--- config.mk ---
export PLATFORM = sky130hd
export DESIGN_NAME = seg7_scan
export DESIGN_NICKNAME = d
export VERILOG_FILES = /design/src/rtl/seg7_scan.sv
export SDC_FILE = /design/constraint.sdc
export NUM_CORES = 1
export LEC_CHECK = 0
export CORE_MARGIN = 2
export CORE_UTILIZATION = 30
export DETAILED_ROUTE_END_ITERATION = 8
export PLACE_DENSITY_LB_ADDON = 0.3
export SYNTH_ARGS = -nofsm -noshare
export SYNTH_HDL_FRONTEND = slang
export SYNTH_SLANG_ARGS = --single-unit
--- constraint.sdc ---
create_clock -name clk -period 7.1 [get_ports clk]
set_clock_uncertainty 0.1 [all_clocks]
set_input_delay 1.42 -clock clk [delete_from_list [all_inputs] [get_ports clk]]
set_output_delay 1.42 -clock clk [all_outputs]
set_load 0.02 [all_outputs]
--- src/rtl/seg7_scan.sv ---
`default_nettype none
// ============================================================================
// Module   : seg7_scan
// Purpose  : Eight-digit multiplexed seven-segment scan driver for a
//            common-anode display. Shows a 32-bit word as eight hex digits.
//            The word is latched once per scan frame so a frame never mixes
//            old and new data.
// Ports    : clk   - system clock, rising edge
//            rst   - asynchronous reset, active-low
//            din   - 32-bit display word
//            an    - digit enables, active-low, an[0] = rightmost (din[3:0])
//            seg   - segments {g,f,e,d,c,b,a}, active-low
//            dp    - decimal point, active-low, always off
//            frame - one-cycle pulse in the cycle after a frame load
// Config   : SEG7_LZB_EN - when defined, leading zero digits are blanked
//            (digit 0 is never blanked).
// Revision : 1.0 - initial release
// ============================================================================
module seg7_scan #(
  parameter int SCAN_DIV = 50000
) (
  input  logic        clk,
  input  logic        rst,
  input  logic [31:0] din,
  output logic [7:0]  an,
  output logic [6:0]  seg,
  output logic        dp,
  output logic        frame
);

  // Prescaler width: at least one bit so SCAN_DIV = 1 still elaborates.
  localparam int            CNT_W      = (SCAN_DIV > 1) ? $clog2(SCAN_DIV) : 1;
  localparam logic [CNT_W-1:0] c_cnt_last = CNT_W'(SCAN_DIV - 1);

  logic [CNT_W-1:0] cnt_q, cnt_d;
  logic [2:0]       idx_q, idx_d;
  logic [31:0]      shown_q, shown_d;
  logic             frame_q, frame_d;

  logic             w_tick;
  logic [3:0]       w_nib;
  logic             w_blank;

  // --------------------------------------------------------------------------
  // Next-state logic
  // --------------------------------------------------------------------------
  always_comb begin
    w_tick  = (cnt_q == c_cnt_last);
    cnt_d   = w_tick ? '0 : cnt_q + 1'b1;
    idx_d   = w_tick ? idx_q + 3'd1 : idx_q;
    // Frame boundary: last tick of digit 7. din is sampled only here.
    frame_d = w_tick && (idx_q == 3'd7);
    shown_d = frame_d ? din : shown_q;
  end

  always_ff @(posedge clk or negedge rst) begin
    if (!rst) begin
      cnt_q   <= '0;
      idx_q   <= 3'd0;
      shown_q <= 32'd0;
      frame_q <= 1'b0;
    end else begin
      cnt_q   <= cnt_d;
      idx_q   <= idx_d;
      shown_q <= shown_d;
      frame_q <= frame_d;
    end
  end

  // --------------------------------------------------------------------------
  // Outputs: decoded from registered state only, never from din.
  // --------------------------------------------------------------------------
  always_comb begin
    w_nib = shown_q[{idx_q, 2'b00} +: 4];

`ifdef SEG7_LZB_EN
    // Blank when every nibble at or above the current digit is zero.
    w_blank = (idx_q != 3'd0) && ((shown_q >> {idx_q, 2'b00}) == 32'd0);
`else
    w_blank = 1'b0;
`endif

    case (w_nib)
      4'h0:    seg = 7'h40;
      4'h1:    seg = 7'h79;
      4'h2:    seg = 7'h24;
      4'h3:    seg = 7'h30;
      4'h4:    seg = 7'h19;
      4'h5:    seg = 7'h12;
      4'h6:    seg = 7'h02;
      4'h7:    seg = 7'h78;
      4'h8:    seg = 7'h00;
      4'h9:    seg = 7'h10;
      4'hA:    seg = 7'h08;
      4'hB:    seg = 7'h03;
      4'hC:    seg = 7'h46;
      4'hD:    seg = 7'h21;
      4'hE:    seg = 7'h06;
      default: seg = 7'h0E;
    endcase

    an = ~(8'b1 << idx_q);

    if (w_blank) begin
      an  = 8'hFF;
      seg = 7'h7F;
    end
  end

  assign dp    = 1'b1;
  assign frame = frame_q;

endmodule
`default_nettype wire

==> impl_metrics.yaml <==
outcome:
  status: "completed"
routing:
  detail_route.vias_per_cell: 4.772
  detail_route.iter0.violations: 93
  routed-via-count: 1799
  drt_wl_total_um: 5223
  post-route-drc-count: 0
  wl_per_cell_um: 13.85
  detail_route.first_pass.iterations: 4
  drtAntennaViolNets: 0
synthesis:
  yosys-top-cells-area: "sky130_fd_sc_hd__dfrtp_1 (47%), sky130_fd_sc_hd__mux2_2 (13%), sky130_fd_sc_hd__ha_1 (5.9%), sky130_fd_sc_hd__mux4_1 (3.8%), sky130_fd_sc_hd__mux2i_1 (3.2%)"
  netlist.area_leader.share_pct: 46.89
  synth.top_cells.by_count: "sky130_fd_sc_hd__dfrtp_1 (52), sky130_fd_sc_hd__mux2_2 (33), sky130_fd_sc_hd__nand2_1 (14)"
  synth_edf_count: 0
  post-synth-top-area-cell: "sky130_fd_sc_hd__dfrtp_1"
  async_flop_share_pct: 100.0
  post-synth-top-count-cell: "sky130_fd_sc_hd__dfrtp_1"
  synth_seq_cells: 52
  avgSynthCellArea_um2: 12.79
  postSynthNetCount: 264
  yosysWarningCount: 0
  post_synth_inst_count: 217
  synth.cell_area_mm2: 0.002775
  seq_area_frac_synth_pct: 46.89
  synth.lib_cells_used.distinct: 42
  yosys_most_used_dff: "sky130_fd_sc_hd__dfrtp_1"
sta:
  setup_violations: 0
  timing_max_transition_violations_final: 0
  final.setup.tns_ps: 0
  fin_crit_sh_pct: 70.71
  post-route-min-period_ps: 5020
  fmax_mhz: 199.2
  final_hold_viol_count: 0
  slew_headroom_pct: 56.75
  worstMarginPinSlew_ps: 648.7
  hold-worst-slack_ps: 368.4
  unrepaired_setup_endpoints_after_global_routing: "no"
global_routing:
  track_usage_pct: 11.16
  gr-usage-met1_pct: 16.24
  grt-busiest-layer: "met1"
  grt_max_degree: 53
  grt_first_pass_wirelength_um: 8714
  globalRouteMet2Util_pct: 16.06
  met3_demand_to_capacity_share_in_global_routing_pct: 2.855
  antenna_found_initial: 0
  grt_ovf: 0
  vias_in_the_first_global_route: 1745
floorplan:
  die_area_mm2: 0.01004
  start_util_pct: 30.47
  chipHeight_um: 100.2
  design.portCount: 51
  row_count: 35
  chipWidth_um: 100.2
  core_mm2: 0.009109
pwr:
  power_density_mw_per_mm2: 158.8
  peakVddDrop_mv: 0.06687
  finalPower_mw: 0.5463
  leakage_nw: 1.476
cts:
  clockRootBuffer: "sky130_fd_sc_hd__clkbuf_8"
  cts.clk_slew.worst_paths_ps: 100
  ctsResizeCount: 0
  cts_sinks: 52
  cts.repair_timing.setup_buffer_count: 0
  worst_skew_pair.late_latency_ps: 310
  cts_buffer_depth: 2
  cts-hold-fix-buffers: 0
  cts-htree-levels: 2
  tritoncts_clock_tree: "yes"
  number_of_buffers_created_by_cts: 5
placed_design:
  place_congestion: 0.8049
  port-buffer-count: 49
  placed_area_mm2: 0.003348
  dp_hpwl_um: 3927
layout:
  antenna_cells: 0
  finalNetCount: 312
  postLayoutCellArea_mm2: 0.003440
  area.growth.synth_to_final_pct: 23.94
  drive_gt1_share_pct: 20.30
critical_path:
  timing.critical_path.arrival_ps: 3500
  timing.critical_path.required_ps: 5580
  criticalPathCategory: "reg -> out"
  start_kind: "flop"
  critPathMaxFanout: 11
  critical_path.endpoint_type: "primary output"
worst_hold_path:
  min-delay-path-class: "reg -> reg"
job:
  maxCapViolations: 0
[cell families (layout without fill, tap and decap cells)]
family,after synthesis,after routing,share of synthesized area [%]
muxes,54,54,26.24
DFF,52,52,46.89
and+or+nand+nor,51,51,10.05
buffers and inverters,21,70,3.877
adders and majority gates,13,13,5.861
xor gates and xnor gates,13,13,4.103
AOI/OAI and AO/OA,12,12,2.841
other,1,1,0.1351
[critical path: stages (launching register included)]
cell and delay (ps):
sky130_fd_sc_hd__dfrtp_1 700, sky130_fd_sc_hd__mux4_1 630, sky130_fd_sc_hd__mux2i_1 450, sky130_fd_sc_hd__inv_1 170, sky130_fd_sc_hd__ha_1 230, sky130_fd_sc_hd__mux2_2 250
sky130_fd_sc_hd__o21ai_0 150, sky130_fd_sc_hd__clkdlybuf4s50_1 620
[area by class of cell]
type / instances / area (um^2)
fillers: 911 / 5669
multi-input cells: 144 / 1366
flip-flops and latches: 52 / 1301
repair buffers: 51 / 500.5
well taps: 111 / 138.9
clock buffers: 5 / 68.82
inverters: 11 / 41.29
clock inverters: 3 / 22.52
[flip-flops by register name, indices dropped and copies added (netlist names)]
name / cells
cnt_q: 16
frame: 1
idx_q: 3
shown_q: 32
[per-layer routing]
layer	part of all wire, %	wire (um)	up-vias
met4	1.6	85	0
met3	4.4	231	5
met1	49	2572	874
met2	45	2333	45
li1	-	-	875
met5	0	0	-
[final timing paths]
path                            from           to  slack [ps]  depth (start not counted)
max in group asynchronous        rst   shown_q[8]        5350                          2
hold / removal              cnt_q[0]     cnt_q[0]         370                          1
setup reg to reg           cnt_q[12]  shown_q[25]        4670                          5
min in group asynchronous        rst    cnt_q[15]        1100                          2
setup / recovery            idx_q[0]       seg[4]        2080                          7
hold reg to reg             cnt_q[0]     cnt_q[0]         370                          1
[stage by stage]
stage | utilization (%) | setup slack, ps | instances
floorplan | - | 3115 | 217
global placement | 36.76 | 2467 | 369
detailed placement | 36.76 | 2409 | 369
CTS | 37.76 | 2051 | 377
finish | 37.76 | 2080 | 377
global route | 37.76 | 1835 | 377
[cell usage in the layout, fill, tap and decap left out, types with 5 or more instances in the layout]
master,synthesis,layout
sky130_fd_sc_hd__nand2_1,14,14
sky130_fd_sc_hd__ha_1,13,13
sky130_fd_sc_hd__dfrtp_1,52,52
sky130_fd_sc_hd__clkdlybuf4s50_1,0,48
sky130_fd_sc_hd__mux2_2,33,33
sky130_fd_sc_hd__clkbuf_8,1,5
sky130_fd_sc_hd__mux2i_1,9,9
sky130_fd_sc_hd__nor2_1,8,8
sky130_fd_sc_hd__xnor2_1,5,5
sky130_fd_sc_hd__xor2_1,8,8
sky130_fd_sc_hd__and3_1,6,6
sky130_fd_sc_hd__inv_1,10,10
[power by group]
| group | switching [mW] | internal, mW | total [mW] |
|---|---|---|---|
| clock network | 0.102 | 0.0708 | 0.173 |
| logic | 0.0259 | 0.0379 | 0.0637 |
| registers | 0.00480 | 0.305 | 0.310 |
Power figures use the tool's default switching activity.
